`src/rtl/sync_fifo_prog.sv`:
```
// sync_fifo_prog: single-clock FIFO with fill count, programmable almost-full /
// almost-empty thresholds, sticky overflow/underflow flags and synchronous flush.
// Depth is 2**ASIZE. Define SYNC_FIFO_FWFT_EN for first-word-fall-through read
// data; by default rdata is registered with one cycle of read latency.
module sync_fifo_prog #(
  parameter int unsigned DSIZE = 8,
  parameter int unsigned ASIZE = 4
) (
  input  logic             clk,
  input  logic             rst,
  input  logic             flush,
  input  logic [DSIZE-1:0] wdata,
  input  logic             winc,
  output logic             wfull,
  output logic             walmost_full,
  input  logic             rinc,
  output logic [DSIZE-1:0] rdata,
  output logic             rempty,
  output logic             ralmost_empty,
  output logic [ASIZE:0]   count,
  input  logic [ASIZE:0]   afull_thresh,
  input  logic [ASIZE:0]   aempty_thresh,
  output logic             overflow,
  output logic             underflow
);

  localparam int unsigned DEPTH = 1 << ASIZE;
  localparam int unsigned PW    = ASIZE + 1;

  logic [DSIZE-1:0] mem [DEPTH];
  logic [ASIZE:0]   wptr;
  logic [ASIZE:0]   rptr;
  logic             wr_ok;
  logic             rd_ok;

  // Flags decode the count register only, so no path from winc/rinc to them.
  assign wfull         = (count == PW'(DEPTH));
  assign rempty        = (count == PW'(0));
  assign walmost_full  = (count >= afull_thresh);
  assign ralmost_empty = (count <= aempty_thresh);

  // Accepted transfers; flush drops any request in its cycle.
  assign wr_ok = winc && !wfull  && !flush;
  assign rd_ok = rinc && !rempty && !flush;

  // Pointers, fill count and sticky error flags.
  always_ff @(posedge clk or posedge rst) begin
    if (rst) begin
      wptr      <= '0;
      rptr      <= '0;
      count     <= '0;
      overflow  <= 1'b0;
      underflow <= 1'b0;
    end else if (flush) begin
      wptr      <= '0;
      rptr      <= '0;
      count     <= '0;
      overflow  <= 1'b0;
      underflow <= 1'b0;
    end else begin
      if (wr_ok) wptr <= wptr + PW'(1);
      if (rd_ok) rptr <= rptr + PW'(1);
      if (wr_ok && !rd_ok)      count <= count + PW'(1);
      else if (rd_ok && !wr_ok) count <= count - PW'(1);
      if (winc && wfull)  overflow  <= 1'b1;
      if (rinc && rempty) underflow <= 1'b1;
    end
  end

  // Storage array; contents are intentionally not reset.
  always_ff @(posedge clk) begin
    if (wr_ok) mem[wptr[ASIZE-1:0]] <= wdata;
  end

`ifdef SYNC_FIFO_FWFT_EN
  // Head entry is always presented; rinc pops it.
  assign rdata = mem[rptr[ASIZE-1:0]];
`else
  // Registered read data, updated only on an accepted read.
  always_ff @(posedge clk or posedge rst) begin
    if (rst)        rdata <= '0;
    else if (rd_ok) rdata <= mem[rptr[ASIZE-1:0]];
  end
`endif

endmodule

```
`config.mk`:
```
export PLATFORM = sky130hd
export DESIGN_NAME = sync_fifo_prog
export DESIGN_NICKNAME = d
export VERILOG_FILES = /design/src/rtl/sync_fifo_prog.sv
export SDC_FILE = /design/constraint.sdc
export NUM_CORES = 1
export LEC_CHECK = 0
export CORE_MARGIN = 4
export CORE_UTILIZATION = 65
export CTS_BUF_LIST = sky130_fd_sc_hd__clkbuf_8
export CTS_CLUSTER_DIAMETER = 100
export DETAILED_ROUTE_END_ITERATION = 10
export PLACE_DENSITY_LB_ADDON = 0.12
export SLEW_MARGIN = 20
export SYNTH_ARGS = -nofsm -noshare
export SYNTH_HDL_FRONTEND = slang
export SYNTH_SLANG_ARGS = --single-unit
export TNS_END_PERCENT = 20
```
`constraint.sdc`:
```
create_clock -name clk -period 4.6 [get_ports clk]
set_input_delay 1.38 -clock clk [delete_from_list [all_inputs] [get_ports clk]]
set_output_delay 1.38 -clock clk [all_outputs]
set_load 0.05 [all_outputs]
```
==> results of run 1 <==
[logic make-up (layout without fill, tap and decap cells)]
group / Yosys count / count (layout) / synth area share
flip-flops: 151 / 151 / 0.694
AND/OR/NAND/NOR: 78 / 78 / 0.0578
multiplexers: 49 / 49 / 0.140
AO/OA/AOI/OAI: 31 / 31 / 0.0377
buffers and inverters: 28 / 102 / 0.0193
adder cells (fa/ha/maj): 20 / 20 / 0.0405
XOR/XNOR: 8 / 8 / 0.0110
[state kept, by name (all words and copies together), names as in the netlist]
| register | count |
|---|---|
| underflow | 1 |
| rptr | 4 |
| rdata | 8 |
| wptr | 4 |
| mem | 128 |
| overflow | 1 |
| count | 5 |
[repair_timing]
item / 4_1_cts / 5_1_grt
endpoints found under the hold margin: 0 / 0
gates resized for setup: 0 / 1
setup buffers: 0 / 0
setup endpoints to repair: 0 / 1
[worst register-to-register path, cell delays in order (launching register included)]
cell and delay, ns:
dfrtp_1 0.49, or4_4 0.62, o21ai_4 0.21, nand3b_1 0.24, fa_1 0.48, a21o_1 0.20
a21o_1 0.19, nor3_1 0.18, o21ai_0 0.11, nor3b_2 0.17
[cell usage in the layout, fill, tap and decap left out, types with 4 or more instances in the layout]
cell	netlist	final
inv_1	12	12
a21oi_1	7	7
mux4_2	32	32
o221ai_1	8	8
o21a_1	4	4
clkinvlp_4	0	4
inv_8	0	6
nor2_1	31	31
xnor2_1	4	4
nand2_1	23	23
clkbuf_8	0	17
ha_1	19	19
xor2_1	4	4
dfrtp_1	23	20
clkdlybuf4s50_1	0	39
edfxtp_1	128	128
mux2i_1	17	17
buf_4	2	17
[worst min path at each step]
stage	start	cells past startpoint	endpoint
6_report	rdata[6]	2	rdata[6]
5_1_grt	underflow	2	underflow
4_1_cts	rdata[6]	2	rdata[6]
3_5_place_dp	rdata[6]	2	rdata[6]
3_3_place_gp	underflow	2	underflow
2_1_floorplan	wptr[3]	2	wptr[3]
[report_power, final]
group	internal [mW]	switching, mW
sequential	1.56	0.112
clock	0.407	0.551
combinational	0.366	0.525
[layout make-up]
cell class,instances,area [um^2]
clock buffers,17,234
repair buffers,58,558
well taps,129,161
fillers,542,1960
multi-input cells,186,1830
clock inverters,15,156
flip-flops and latches,151,4420
inverters,12,45.0
[metal layers]
| layer | vias up | track usage |
|---|---|---|
| li1 | 1539 | - |
| met1 | 1738 | 0.319 |
| met2 | 130 | 0.370 |
| met3 | 10 | 0.0542 |
| met4 | 0 | 0.0694 |
| met5 | - | 0 |
==> impl_metrics.tcl, run 1 <==
set metrics [dict create \
    run_status "finished, final reports clean" \
    wl_met2_um 6100 \
    min_path_type "flop to flop" \
    start_util 0.680 \
    clock_path_buffers 2 \
    drc 0 \
    synth_flop_cell "edfxtp_1" \
    layout-drive-gt1-share 0.216 \
    setup-tns-final_ns 0 \
    crit_end "ralmost_empty" \
    power_mw 3.52 \
    met3WireLength_um 856 \
    dp.cells 536 \
    dpl.hpwl_um 7760 \
    synth_top_area_cell "edfxtp_1" \
    gp_congestion 0.787 \
    criticalPathCategory "input pin to primary output" \
    fmax_ghz 0.221 \
    grt.total_usage 0.230 \
    synthCells 365 \
    r2r_slack_ns 1.61 \
    vdd_drop_max_uv 286 \
    crit_arrival_ns 3.14 \
    insertion_delay_ns 0.43 \
    timing.final.crit_share 0.982 \
    critPathMaxStageDelay_ns 0.47 \
    yosysTopAreaCellShare 0.604 \
    grt_pass1_vias 3492 \
    drv_cap 0 \
    avgRoutedWirePerCell_um 21.2 \
    ys_seq_elements 151 \
    n_antenna_cell 0 \
    r2r_cells 9 \
    postPlaceCellArea_um2 7010 \
    cts_buffers 17 \
    synth.top_cells.by_count "edfxtp_1, mux4_2, nor2_1, dfrtp_1, nand2_1" \
    cts_root_buffer "clkbuf_8" \
    relSlewSlack 0.342 \
    grt_max_degree 34 \
    final_cells 568 \
    worstMarginPinSlew_ns 0.985 \
    ios 42 \
    crit_required_ns 3.22 \
    finClkSkew_ns 0.0103 \
    die_area_um2 11400 \
    post_synth_num_cell_types 39 \
    clkTransAtPathRegs_ns 0.09 \
    cp_max_fo 2 \
    synth-edff-count 128 \
    coreArea_um2 9370 \
    drtIter0Drc 207 \
    ant_nets 0 \
    synth.net_count 408 \
    wirelength_um 12000 \
    htree_num_levels 4 \
    startpoint_type "input pin" \
    p_per_area_nw_per_um2 475 \
    grt_pass1_wl_um 19100 \
    cts_sinks 151 \
    crit_path_end_kind "primary output" \
    synth-async-reset-ratio 0.152 \
    dr.pass1.iters 5 \
    place.port_buffers 41 \
    period_needed_ns 4.52 \
    hold_violations 0 \
    cp_common_cell "o21a_1" \
    postCtsHoldBufs 0 \
    vias 3417 \
    critPathBufInv 3 \
    utilization 0.791 \
    syn_to_final_growth_pct 16.4 \
    power_leakage_nw 2.53 \
    cts_tree "done" \
    timing.rr.end "count[4]" \
    dr.max_layer_used "met4" \
    critical_path.cell_chain "clkdlybuf4s50_1, inv_1, ha_1, nor2b_1, o21a_1, o21a_1, o21a_1, o22ai_2, buf_12" \
    drv_slew 0 \
    synth_area_um2 6370 \
    crit_cells 9 \
    synth_seq_area_share 0.694 \
    grt-ovfl-total 0 \
    fin_ws_ns 0.0818 \
    antenna_found_initial 0 \
    fin_hold_ws_ns 0.503 \
    r2r_start "count[0]" \
    netlist_top_cells_area "edfxtp_1, mux4_2, dfrtp_1, ha_1, mux2i_1" \
    die_h_um 107 \
    vias_per_cell 6.02 \
    met1_length_um 4980 \
    crit_family "buffers and inverters" \
    rows 35 \
    finalSetupViolations 0 \
    fin_nets 469 \
    pre_cts_ws_ns 0.0289 \
    setup.worst_path.start "aempty_thresh[1]" \
    die_x_um 107 \
    yosysWarnings 0 \
    final_area_um2 7410 \
    synth_most_common_cell "edfxtp_1" \
    critPathSlowestCell "clkdlybuf4s50_1" \
    avgSynthCellArea_um2 17.4 \
]
No activity file was read; power rests on OpenSTA's default activity.
==> run 2: changes to the inputs <==
--- a/config.mk
+++ b/config.mk
@@ -8,10 +8,9 @@
 export CORE_MARGIN = 4
 export CORE_UTILIZATION = 65
 export CTS_BUF_LIST = sky130_fd_sc_hd__clkbuf_8
-export CTS_CLUSTER_DIAMETER = 100
 export DETAILED_ROUTE_END_ITERATION = 10
 export PLACE_DENSITY_LB_ADDON = 0.12
-export SLEW_MARGIN = 20
+export REMOVE_ABC_BUFFERS = 1
 export SYNTH_ARGS = -nofsm -noshare
 export SYNTH_HDL_FRONTEND = slang
 export SYNTH_SLANG_ARGS = --single-unit
==> impl_metrics.tcl, run 2 (synthesis results as in run 1) <==
set metrics [dict create \
    clock_path_buffers 2 \
    setup-tns-final_ns 0 \
    start_util 0.680 \
    cts_buffers 17 \
    finClkSkew_ns 0.0107 \
    coreArea_um2 9370 \
    timing.final.crit_share 0.972 \
    hold_start "overflow" \
    p_int_mw 2.38 \
    die_area_um2 11400 \
    place.port_buffers 41 \
    critPathBufInv 3 \
    critPathMaxStageDelay_ns 0.45 \
    n_antenna_cell 0 \
    run_status "finished, final reports clean" \
    layout-drive-gt1-share 0.193 \
    die_x_um 107 \
    drtIter0Drc 288 \
    clockPowerShare 0.278 \
    critPathSlowestCell "clkdlybuf4s50_1" \
    p_per_area_nw_per_um2 486 \
    largest_reg_flops 128 \
    grt_pass1_vias 3417 \
    grt-ovfl-total 0 \
    layout_commonest_cell "edfxtp_1" \
    cts_sinks 151 \
    power_leakage_nw 2.49 \
    power_mw 3.57 \
    drc 0 \
    timing.rr.end "count[4]" \
    dr.pass1.iters 5 \
    rows 35 \
    ant_nets 0 \
    critical_path.cell_chain "clkdlybuf4s50_1, inv_1, ha_1, nor2b_1, o21a_1, o21a_1, o21a_1, o22ai_2, buf_12" \
    crit_family "buffers and inverters" \
    gp_congestion 0.753 \
    fin_ws_ns 0.130 \
    cts_root_buffer "clkbuf_8" \
    rsz0062_at_grt "no" \
    wirelength_um 12000 \
    syn_to_final_growth_pct 15.4 \
    avgRoutedWirePerCell_um 21.5 \
    vdd_drop_max_uv 280 \
    vias_per_cell 5.99 \
    cp_max_fo 2 \
    r2r_cells 9 \
    drv_slew 0 \
    dpl.hpwl_um 7870 \
    fin_nets 460 \
    vias 3351 \
    relSlewSlack 0.211 \
    hold_violations 0 \
    final_cell_mix "edfxtp_1, clkdlybuf4s50_1, mux4_2" \
    cts_tree "done" \
    criticalPathCategory "input pin to primary output" \
    pre_cts_ws_ns 0.0542 \
    p_comb_frac 0.252 \
    r2r_start "count[1]" \
    grt_max_degree 25 \
    crit_required_ns 3.22 \
    power_frac_seq 0.471 \
    grt.total_usage 0.229 \
    min_to "overflow" \
    r2r_slack_ns 1.56 \
    ios 42 \
    drv_cap 0 \
    worstHoldPathCells 2 \
    crit_path_end_kind "primary output" \
    fillers 547 \
    htree_num_levels 4 \
    p_sw_frac 0.333 \
    switchingPower_mw 1.19 \
    cp_common_cell "o21a_1" \
    finalSetupViolations 0 \
    antenna_found_initial 0 \
    grt_pass1_wl_um 19100 \
    clkTransAtPathRegs_ns 0.09 \
    min_path_type "flop to flop" \
    period_needed_ns 4.47 \
    startpoint_type "input pin" \
    insertion_delay_ns 0.44 \
    die_h_um 107 \
    crit_arrival_ns 3.09 \
    worstMarginPinSlew_ns 1.18 \
    fmax_ghz 0.224 \
]
==> run 2: cell types whose count changed in the layout (fill, tap and decap cells not counted) <==
cell        change
buf_4           -9
clkinv_8        -1
clkinvlp_4      -2
clkinv_1        +1
clkinv_4        +2
bufinv_16       +1
inv_6           +1
inv_8           -2
dfrtp_2         -2
dfrtp_1         +2
==> run 2: tightest hold or removal path, cell delays in order, from the launching register on <==
cell	delay (ns)
dfrtp_1	0.35
a21oi_1	0.04
nor2_1	0.08
==> run 2: power groups by stage <==
stage | clock network, mW | registers [mW] | logic, mW
floorplan | 0 | 1.86 | 0.409
global placement | 0 | 1.71 | 0.864
detailed placement | 0 | 1.71 | 0.894
CTS | 1.00 | 1.68 | 0.901
global route | 1.06 | 1.69 | 0.965
finish | 0.991 | 1.68 | 0.897
==> run 2: metrics by stage <==
step	instance area (um^2)	hold WS (ns)	std cells	util
2_1_floorplan	6290	0.552	349	-
3_3_place_gp	6940	0.482	527	0.741
4_1_cts	7340	0.511	559	0.783
6_report	7350	0.505	559	0.784
3_5_place_dp	6940	0.492	527	0.741
5_1_grt	7350	0.542	559	0.784
==> run 2: repair_timing <==
item / 4_1_cts / 5_1_grt
hold buffers: 0 / 0
setup endpoints to repair: 0 / 1
gates resized for setup: 0 / 1
setup buffers: 0 / 0
==> run 2: cell type report <==
type | count | area (um^2) | share of cell area
Tap cell | 129 | 161 | 0.0220
Clock inverter | 15 | 163 | 0.0221
Clock buffer | 17 | 234 | 0.0318
Sequential cell | 151 | 4420 | 0.602
Multi-Input combinational cell | 186 | 1830 | 0.249
Inverter | 12 | 45.0 | 0.00613
Timing Repair Buffer | 49 | 490 | 0.0668
==> run 2: worst max-delay path by stage <==
stage,startpoint,slack [ns],cells past startpoint,end
3_5_place_dp,aempty_thresh[1],0.05,9,ralmost_empty
5_1_grt,aempty_thresh[1],0.07,9,ralmost_empty
6_report,aempty_thresh[1],0.13,9,ralmost_empty
3_3_place_gp,aempty_thresh[1],0.08,9,ralmost_empty
4_1_cts,aempty_thresh[1],0.05,9,ralmost_empty
2_1_floorplan,aempty_thresh[1],0.18,7,ralmost_empty
==> run 2: routing by layer <==
metal	part of all wire	GRT usage	vias to the layer above	routed length, um
met1	0.41	0.325	1690	4960
met5	0	0	-	0
met3	0.061	0.0349	17	739
li1	-	-	1528	-
met4	0.014	0.0740	0	174
met2	0.51	0.375	116	6140
==> run 3: changes to the inputs <==
--- a/config.mk
+++ b/config.mk
@@ -14,4 +14,3 @@
 export SYNTH_ARGS = -nofsm -noshare
 export SYNTH_HDL_FRONTEND = slang
 export SYNTH_SLANG_ARGS = --single-unit
-export TNS_END_PERCENT = 20
==> results of run 3 <==
Final layout, timing and power as in run 2 (identical DEF).
